$ cat src/rtl/lsu_dtag_perr_ctl.sv
// lsu_dtag_perr_ctl: dtag parity error logger and set invalidator; define LSU_DTAG_PERR_INJ_EN for error injection ports
module lsu_dtag_perr_ctl #(
  parameter int IDX_W = 7,
  parameter int CNT_W = 8
) (
  input  logic             rclk,
  input  logic             rst,
  input  logic             tag_chk_vld_g,
  input  logic [IDX_W-1:0] tag_chk_idx_g,
  input  logic [1:0]       tag_chk_tid_g,
  input  logic [3:0]       lsu_rd_dtag_parity_g,
  input  logic [3:0]       dva_vld_g,
  input  logic             perr_inv_gnt,
  input  logic             perr_cnt_clr,
`ifdef LSU_DTAG_PERR_INJ_EN
  input  logic             perr_inj_en,
  input  logic [3:0]       perr_inj_way,
`endif
  output logic             perr_inv_req,
  output logic [IDX_W-1:0] perr_inv_idx,
  output logic             perr_busy,
  output logic             perr_err_vld,
  output logic [3:0]       perr_err_way,
  output logic [1:0]       perr_err_tid,
  output logic [CNT_W-1:0] perr_err_cnt,
  output logic             perr_ovf
);
  typedef enum logic [1:0] {IDLE, REQ, SETTLE} state_t;
  state_t state, state_nxt;
  logic settle_cnt;
  logic [3:0] par, way;
  logic det, acc;
`ifdef LSU_DTAG_PERR_INJ_EN
  assign par = lsu_rd_dtag_parity_g ^ (perr_inj_way & {4{perr_inj_en}});
`else
  assign par = lsu_rd_dtag_parity_g;
`endif
  assign way = par & dva_vld_g;
  assign det = tag_chk_vld_g & |way;
  assign acc = det & (state == IDLE);
  assign perr_busy = state != IDLE;
  assign perr_inv_req = state == REQ;
  always_comb
    state_nxt = state == IDLE ? (det ? REQ : IDLE) :
                state == REQ  ? (perr_inv_gnt ? SETTLE : REQ) :
                settle_cnt    ? IDLE : SETTLE;
  always_ff @(posedge rclk)
    state <= rst ? IDLE : state_nxt;
  always_ff @(posedge rclk) begin
    if (rst) begin
      settle_cnt   <= 1'b0;
      perr_err_vld <= 1'b0;
      perr_inv_idx <= '0;
      perr_err_way <= '0;
      perr_err_tid <= '0;
    end else begin
      settle_cnt   <= (state == SETTLE) & ~settle_cnt;
      perr_err_vld <= acc;
      if (acc) begin
        perr_inv_idx <= tag_chk_idx_g;
        perr_err_way <= way;
        perr_err_tid <= tag_chk_tid_g;
      end
    end
  end
  always_ff @(posedge rclk) begin
    if (rst || perr_cnt_clr) begin
      perr_err_cnt <= '0;
      perr_ovf     <= 1'b0;
    end else begin
      if (acc && !(&perr_err_cnt)) perr_err_cnt <= perr_err_cnt + CNT_W'(1);
      if (det && perr_busy) perr_ovf <= 1'b1;
    end
  end
endmodule
$ cat config.mk
export PLATFORM = sky130hd
export DESIGN_NAME = lsu_dtag_perr_ctl
export DESIGN_NICKNAME = d
export VERILOG_FILES = /design/src/rtl/lsu_dtag_perr_ctl.sv
export SDC_FILE = /design/constraint.sdc
export NUM_CORES = 1
export LEC_CHECK = 0
export ABC_CLOCK_PERIOD_IN_PS = 1500
export BUFFER_PORTS_ARGS = -buffer_cell sky130_fd_sc_hd__clkbuf_2
export CAP_MARGIN = 0
export CORE_ASPECT_RATIO = 1.75
export CORE_MARGIN = 1.5
export CORE_UTILIZATION = 41
export CTS_CLUSTER_SIZE = 28
export DETAILED_ROUTE_END_ITERATION = 8
export PLACE_DENSITY = 0.8
export SYNTH_ARGS = -nofsm -noshare
export SYNTH_HDL_FRONTEND = slang
export SYNTH_SLANG_ARGS = --single-unit
$ cat constraint.sdc
create_clock -name rclk -period 1.5 [get_ports rclk]
set_input_delay 0.3 -clock rclk [delete_from_list [all_inputs] [get_ports rclk]]
set_output_delay 0.3 -clock rclk [all_outputs]
set_load 0.03 [all_outputs]
==> flow_metrics.tcl, run 1 <==
set metrics [dict create \
    outcome "finished, violations left" \
    violations "setup timing" \
    globalplace.congestion 0.7715 \
    clk_path_buf_depth 2 \
    route.met3.wl_microns 147 \
    die_x_microns 41.55 \
    slew_violations 0 \
    grt_pass1_wl_microns 4857 \
    clock-sinks 26 \
    yosysWarnings 0 \
    startpoint_type "flop" \
    setup_tns_ns -0.05267 \
    start_util_pct 42.77 \
    area_growth_pct 50.12 \
    hp-class "input port to flop" \
    cellPowerDensity_nw_per_um2 950.2 \
    maxSlewHeadroom_pct 67.40 \
    synthMostInstantiatedCell "dfxtp_1" \
    die_h_microns 70.46 \
    antenna_found_initial 0 \
    yosys.area.top_type "dfxtp_1" \
    cts_tree "done" \
    synth_edf_count 0 \
    hold_viol_final 0 \
    drc_errors 0 \
    cp-end-kind "flop" \
    h-tree-depth 1 \
    drt_pre_antenna_iters 4 \
    synth_area_leaders "dfxtp_1 49%, a21oi_1 9.9%, nand2_1 8.5%" \
    dieArea_sq_um 2927 \
    power_mw 1.521 \
    drtIter0Drc 34 \
    yosysSeqAreaShare_pct 48.83 \
    grt_usage_pct 21.12 \
    reg2reg_slack_ns -0.05 \
    dr.max_layer_used "met4" \
    final_layout_size_suffix_gt1_share_pct 46.32 \
    fmax_ghz 0.6441 \
    vias 1239 \
    port_buffers 46 \
    routed-wl-met2_microns 1868 \
    fin_crit_ns 1.553 \
    p_leak_nw 0.6926 \
    avgSynthCellArea_sq_um 8.328 \
    required_ns 1.66 \
    synthDistinctLibCells 32 \
    antenna-diode-count 0 \
    synth_top_area_share_pct 48.83 \
    ant_nets 0 \
    fin_crit_sh_pct 103.5 \
    stdcell_area_sq_um 1600 \
    path_max_fanout 5 \
    grt_pass1_vias 1146 \
    nNetsFinal 214 \
    path_clk_slew_ns 0.09 \
    setup-violations-final 1 \
    rows 24 \
    grt_max_degree 20 \
    finClkSkew_ns 0.001739 \
    cp_cell_sequence "or2_4 -> a211o_4 -> buf_4 -> o31ai_1 -> a21oi_1" \
    ys_ff_latch 26 \
    synth_common_cells "26 x dfxtp_1, 24 x nand2_1, 21 x a21oi_1" \
    mappedNetlistNets 151 \
    core_area_sq_um 2492 \
    nFillCells 207 \
    ios 47 \
    synth_cells 128 \
    critPathKind "flop to flop" \
    place_hpwl_microns 2076 \
    netlist_area_sq_um 1066 \
    routedWlPerCell_microns 15.30 \
    async_flop_share_pct 0 \
    yosys_most_used_dff "dfxtp_1" \
    post-place-ws_ns -0.1411 \
    numCtsBuffers 3 \
    ir_drop_mv 0.7973 \
    rsz0062_at_grt "yes" \
    worst_slack_ns -0.05267 \
    holdBufCountCts 0 \
    wirelength_met1_microns 1170 \
    via_per_inst 5.736 \
    insertion_delay_ns 0.27 \
    multi_input_area_sq_um 586.8 \
    arrival_ns 1.71 \
    seqCellArea_sq_um 526.8 \
    max_cap_viol_count 0 \
    globalRoute.totalOverflow 0 \
    tightest_slew_ns 0.4890 \
    fin_cells 216 \
    cpPeakStageDelay_ns 0.33 \
    drt_wl_total_microns 3304 \
    place_area_sq_um 1404 \
    cp_slowest_cell "dfxtp_2" \
    placed_cells 206 \
    cts_root_buffer "clkbuf_8" \
]
## report_power, final
part	leakage, nW	internal [mW]	switching [mW]	total [mW]
Clock	0.0288	0.235	0.221	0.456
Combinational	0.450	0.132	0.196	0.328
Sequential	0.214	0.720	0.0162	0.737
Total	0.693	1.09	0.433	1.52
## routing by layer
| layer | up-vias | global-route usage, % |
|---|---|---|
| met4 | 0 | 15.41 |
| met5 | - | 0 |
| met2 | 58 | 38.89 |
| li1 | 577 | - |
| met1 | 591 | 20.94 |
| met3 | 13 | 1.809 |
## worst max-delay path, delay by kind of cell (launching register included)
kind	cells	cell delay, ns
flip-flops	1	0.33
AO/OA/AOI/OAI	3	0.70
AND/OR/NAND/NOR	1	0.26
buffers and inverters	1	0.15
## cell usage in the layout (no fill, tap or decap), types with 2 or more instances in the layout
master	n
o31ai_1	2
buf_6	4
nor2_1	4
a21oi_2	2
a211o_4	2
dfxtp_2	5
or3_1	2
buf_4	15
and3_1	2
nand3_1	9
o21ai_1	2
inv_1	3
dfxtp_1	21
buf_2	2
clkbuf_2	44
nand2_1	24
clkbuf_8	4
a21oi_1	19
## layout make-up
class                   count  area share (%)
inverters                   3          0.7037
multi-input cells          92           36.67
clock buffers               4           3.440
flip-flops and latches     26           32.92
well taps                  26           2.033
repair buffers             65           24.24
## flip-flops by register name (all words and copies together) (netlist names)
name          cells
perr_err_vld      1
state             2
perr_err_way      4
perr_inv_idx      7
perr_err_tid      2
perr_ovf          1
settle_cnt        1
perr_err_cnt      8
## logic make-up (layout without fill, tap and decap cells)
group	count (synthesis)	after routing	synth area share (%)
DFF	26	26	48.83
buffers and inverters	11	72	4.694
muxes	1	1	0.9390
AOI/OAI and AO/OA	34	35	19.13
adders and majority gates	1	1	1.174
and+or+nand+nor	55	55	25.24
## final timing paths
path                    start               to  cells past startpoint
max                  state[0]  perr_err_cnt[4]                      5
min          tag_chk_tid_g[1]  perr_err_tid[1]                      3
max reg2reg          state[0]  perr_err_cnt[4]                      5
min reg2reg        settle_cnt       settle_cnt                      1
## per-stage QoR
stage | hold slack (ns) | utilization (%)
detailed placement | 0.4161 | 56.33
global placement | 0.4148 | 56.33
finish | 0.2370 | 64.21
global route | 0.2492 | 64.21
CTS | 0.2399 | 59.74
floorplan | 0.4018 | -
## repair_timing
| item | in CTS | in global routing |
|---|---|---|
| gates resized for setup | 6 | 25 |
| gates cloned | 1 | 2 |
| setup buffers | 1 | 2 |
| pin swaps | 3 | 1 |
| endpoints found under the setup margin | 7 | 21 |
(Power assumes the default switching activity.)
==> run 2: changes to the inputs <==
==> config.mk (replaced) <==
export PLATFORM = sky130hd
export DESIGN_NAME = lsu_dtag_perr_ctl
export DESIGN_NICKNAME = d
export VERILOG_FILES = /design/src/rtl/lsu_dtag_perr_ctl.sv
export SDC_FILE = /design/constraint.sdc
export NUM_CORES = 1
export LEC_CHECK = 0
export ABC_CLOCK_PERIOD_IN_PS = 1500
export CAP_MARGIN = 0
export CORE_MARGIN = 1.5
export CORE_UTILIZATION = 53
export CTS_CLUSTER_SIZE = 28
export DETAILED_ROUTE_END_ITERATION = 8
export DONT_BUFFER_PORTS = 1
export PLACE_DENSITY = 0.77
export SYNTH_ARGS = -nofsm -noshare
export SYNTH_HDL_FRONTEND = slang
export SYNTH_SLANG_ARGS = --single-unit
==> flow_metrics.tcl, run 2 (same netlist as run 1, synthesis figures left out) <==
set metrics [dict create \
    drt_pre_antenna_iters 4 \
    nNetsFinal 168 \
    slew_violations 0 \
    violations "setup timing" \
    largest_register_ffs 8 \
    port_buffers 0 \
    nFillCells 178 \
    grt_max_degree 21 \
    clock-sinks 26 \
    path_clk_slew_ns 0.14 \
    ir_drop_mv 0.6912 \
    rows 16 \
    final_layout_size_suffix_gt1_share_pct 29.17 \
    drt_wl_total_microns 2487 \
    path_max_fanout 6 \
    grt_pass1_wl_microns 3601 \
    setup-violations-final 3 \
    drtIter0Drc 16 \
    critPathKind "flop to flop" \
    insertion_delay_ns 0.32 \
    routedWlPerCell_microns 14.54 \
    wirelength_met1_microns 975 \
    dieArea_sq_um 2290 \
    globalplace.congestion 0.8133 \
    fmax_ghz 0.6518 \
    dr.max_layer_used "met4" \
    antenna-diode-count 0 \
    largestRegisters "perr_err_cnt (8), perr_inv_idx (7), perr_err_way (4)" \
    cp-end-kind "flop" \
    start_util_pct 55.47 \
    routed-wl-met2_microns 1362 \
    finClkSkew_ns 0.007528 \
    hold_viol_final 0 \
    grt_pass1_vias 886 \
    area_growth_pct 24.06 \
    layout_common_cells "24 x nand2_1, 22 x dfxtp_1, 19 x buf_4, 18 x a21oi_1, 9 x nand3_1" \
    tightest_slew_ns 0.4577 \
    p_leak_nw 0.4758 \
    clk_path_buf_depth 2 \
    ios 47 \
    layout_commonest_cell "nand2_1" \
    regMostFlops "perr_err_cnt" \
    max_cap_viol_count 0 \
    power_mw 1.313 \
    outcome "finished, violations left" \
    hp-class "input port to flop" \
    h-tree-depth 1 \
    rsz0062_at_grt "yes" \
    maxSlewHeadroom_pct 69.49 \
    required_ns 1.72 \
    hold_slack_ns 0.02780 \
    startpoint_type "flop" \
    fin_crit_ns 1.534 \
    cts_tree "done" \
    drc_errors 0 \
    setup_tns_ns -0.04396 \
    via_per_inst 5.842 \
    globalRoute.totalOverflow 0 \
    antenna_found_initial 0 \
    place_hpwl_microns 1713 \
    core_area_sq_um 1922 \
    finish.utilization_pct 68.82 \
    arrival_ns 1.75 \
    fin_crit_sh_pct 102.3 \
    cellPowerDensity_nw_per_um2 993.1 \
    die_x_microns 47.85 \
    ant_nets 0 \
    vias 999 \
    post-place-ws_ns -0.1350 \
    route.met3.wl_microns 131 \
    die_h_microns 47.85 \
    worst_slack_ns -0.03411 \
    numCtsBuffers 3 \
    cts_root_buffer "clkbuf_4" \
    grt_usage_pct 22.57 \
]
==> run 2: final timing paths <==
check	start	to	slack [ns]	cells past startpoint
hold / removal	rst	perr_inv_idx[4]	0.03	1
hold reg to reg	settle_cnt	settle_cnt	0.44	1
setup reg to reg	state[0]	perr_err_cnt[4]	-0.03	5
setup / recovery	state[0]	perr_err_cnt[4]	-0.03	5
==> run 2: metal layers <==
layer / track usage, % / up-vias
li1: - / 489
met1: 25.40 / 479
met2: 41.33 / 29
met3: 5.283 / 2
met4: 7.568 / 0
met5: 0 / -
==> run 2: final cells by class <==
cell class	instances	area [sq um]	area share [%]
timing repair buffer	19	142.6	10.79
sequential	26	525.5	39.74
clock buffer	4	36.28	2.744
inverter	3	11.26	0.8515
multi-input combinational	92	573.1	43.33
tap	27	33.78	2.554
==> run 2: power by group <==
group	internal [mW]	switching, mW	leakage, nW
sequential	0.721	0.0633	0.213
combinational	0.0734	0.104	0.242
clock	0.148	0.203	0.0210
total	0.943	0.371	0.476
==> run 2: metrics by stage <==
stage          cell area, sq um  cells
3_5_place_dp               1205    165
4_1_cts                    1285    171
2_1_floorplan              1079    128
6_report                   1323    171
5_1_grt                    1323    171
3_3_place_gp               1205    165
==> run 2: critical path, cell delays in order, from the launching register on <==
cell	delay (ns)
dfxtp_2	0.35
or2_4	0.26
a211o_4	0.31
buf_4	0.16
o31ai_2	0.28
a21oi_2	0.08
==> run 2: what timing repair did <==
item / in CTS / in global routing
gates resized for setup: 6 / 11
hold buffers: 0 / 0
gates cloned: 1 / 0
setup endpoints to repair: 7 / 13
buffers inserted: 1 / 0
pin swaps: 3 / 3
==> run 3: changes to the inputs <==
--- a/config.mk
+++ b/config.mk
@@ -12,6 +12,7 @@
 export CTS_CLUSTER_SIZE = 28
 export DETAILED_ROUTE_END_ITERATION = 8
 export DONT_BUFFER_PORTS = 1
+export GPL_TIMING_DRIVEN = 0
 export PLACE_DENSITY = 0.77
 export SYNTH_ARGS = -nofsm -noshare
 export SYNTH_HDL_FRONTEND = slang
==> constraint.sdc (replaced) <==
create_clock -name rclk -period 1.5 [get_ports rclk]
set_input_delay 0.225 -clock rclk [delete_from_list [all_inputs] [get_ports rclk]]
set_output_delay 0.225 -clock rclk [all_outputs]
set_load 0.03 [all_outputs]
==> flow_metrics.tcl, run 3 (same netlist as run 1, synthesis figures left out) <==
set metrics [dict create \
    outcome "finished, violations left" \
    violations "setup timing" \
    power_mw 1.451 \
    grt_pass1_vias 883 \
    required_ns 1.78 \
    globalplace.congestion 0.8236 \
    fin_crit_ns 1.684 \
    max_cap_viol_count 0 \
    setup_tns_ns -1.095 \
    dieArea_sq_um 2290 \
    path_max_fanout 10 \
    start_util_pct 55.47 \
    arrival_ns 1.96 \
    routedWlPerCell_microns 14.90 \
    slew_violations 0 \
    ant_nets 0 \
    place_hpwl_microns 1584 \
    reg2reg_slack_ns -0.18 \
    globalRoute.totalOverflow 0 \
    fin_cells 165 \
    clk_path_buf_depth 2 \
    worst_slack_ns -0.1844 \
    rows 16 \
    critPathBufInv 1 \
    ir_drop_mv 0.8250 \
    antenna_found_initial 0 \
    multi_input_area_sq_um 575.6 \
    core_area_sq_um 1922 \
    cp_cell_sequence "or2_4 -> a211o_1 -> buf_6 -> or4_1 -> a21oi_1" \
    rsz0062_at_grt "yes" \
    maxSlewHeadroom_pct 67.41 \
    cp-end-kind "flop" \
    seqCellArea_sq_um 529.3 \
    port_buffers 0 \
    grt_max_degree 16 \
    drt_wl_total_microns 2458 \
    largest_register_ffs 8 \
    insertion_delay_ns 0.34 \
    vias 967 \
    layout_commonest_cell "nand2_1" \
    critPathKind "flop to flop" \
    hold_viol_final 0 \
    fin_crit_sh_pct 112.3 \
    cts_tree "done" \
    h-tree-depth 1 \
    hp-class "input port to flop" \
    drc_errors 0 \
    via_per_inst 5.861 \
    cp_slowest_cell "or4_1" \
    placed_cells 155 \
    drt_pre_antenna_iters 4 \
    stdcell_area_sq_um 1319 \
    die_h_microns 47.85 \
    startpoint_type "flop" \
    antenna-diode-count 0 \
    nFillCells 168 \
    layout_common_cells "24 x nand2_1, 21 x a21oi_1, 21 x dfxtp_1, 9 x nand3_1" \
    fmax_ghz 0.5937 \
    path_clk_slew_ns 0.15 \
    drtIter0Drc 11 \
    numCtsBuffers 3 \
    cts_root_buffer "clkbuf_4" \
    grt_usage_pct 23.28 \
    finClkSkew_ns 0.01124 \
    nNetsFinal 162 \
    area_growth_pct 23.71 \
    cpPeakStageDelay_ns 0.40 \
    cpLargestDelayFamily "simple AND/OR/NAND/NOR gates" \
    p_leak_nw 0.4434 \
    clock-sinks 26 \
    ios 47 \
    setup-violations-final 20 \
    final_layout_size_suffix_gt1_share_pct 17.39 \
    regMostFlops "perr_err_cnt" \
    cellPowerDensity_nw_per_um2 1101 \
    largestRegisters "perr_err_cnt (8), perr_inv_idx (7), perr_err_way (4)" \
    die_x_microns 47.85 \
    tightest_slew_ns 0.4882 \
    grt_pass1_wl_microns 3636 \
    place_area_sq_um 1112 \
]
==> run 3: worst reg2reg max path, stage by stage (launching register included) <==
cell,delay [ns]
dfxtp_2,0.35
or2_4,0.31
a211o_1,0.28
buf_6,0.16
or4_1,0.41
a21oi_1,0.14
==> run 3: routing by layer <==
layer	wire, microns	GRT usage, %	vias to the layer above
met4	43	11.35	0
met1	1001	25.00	464
met3	115	6.415	5
met5	0	0	-
met2	1297	41.60	26
li1	-	-	472
==> run 3: layout make-up <==
| cell class | instances | area share, % |
|---|---|---|
| clock buffers | 3 | 1.708 |
| clock inverters | 1 | 2.277 |
| multi-input cells | 91 | 43.64 |
| flip-flops and latches | 26 | 40.13 |
| repair buffers | 6 | 4.364 |
| plain buffers | 8 | 4.459 |
| well taps | 27 | 2.562 |
| inverters | 3 | 0.8539 |
==> run 3: final timing paths <==
| kind | from | to | cells after the start |
|---|---|---|---|
| worst max-delay path | state[1] | perr_err_cnt[4] | 5 |
| worst min register to register | settle_cnt | settle_cnt | 1 |
| worst min-delay path | tag_chk_idx_g[2] | perr_inv_idx[2] | 2 |
| worst max register to register | state[1] | perr_err_cnt[4] | 5 |
==> run 3: power breakdown <==
part           internal (mW)  switching (mW)
logic                 0.0676           0.105
registers              0.720          0.0694
clock network          0.271           0.219
total                   1.06           0.393
==> run 3: metrics by stage <==
stage               setup slack (ns)  hold slack, ns  utilization (%)
finish                       -0.1844         0.01420            68.62
global route                 -0.2085         0.01354            68.62
CTS                          -0.1464        0.003741            67.45
detailed placement           -0.2253          0.3689            57.88
global placement             -0.1672          0.3628            57.88
floorplan                   -0.08901          0.3610                -
==> run 3: what timing repair did <==
item / in CTS / in global routing
endpoints found under the hold margin: 5 / 0
setup endpoints to repair: 23 / 23
gates resized for setup: 17 / 7
hold buffers: 5 / 0
pin swaps: 4 / 0
setup buffers: 1 / 0
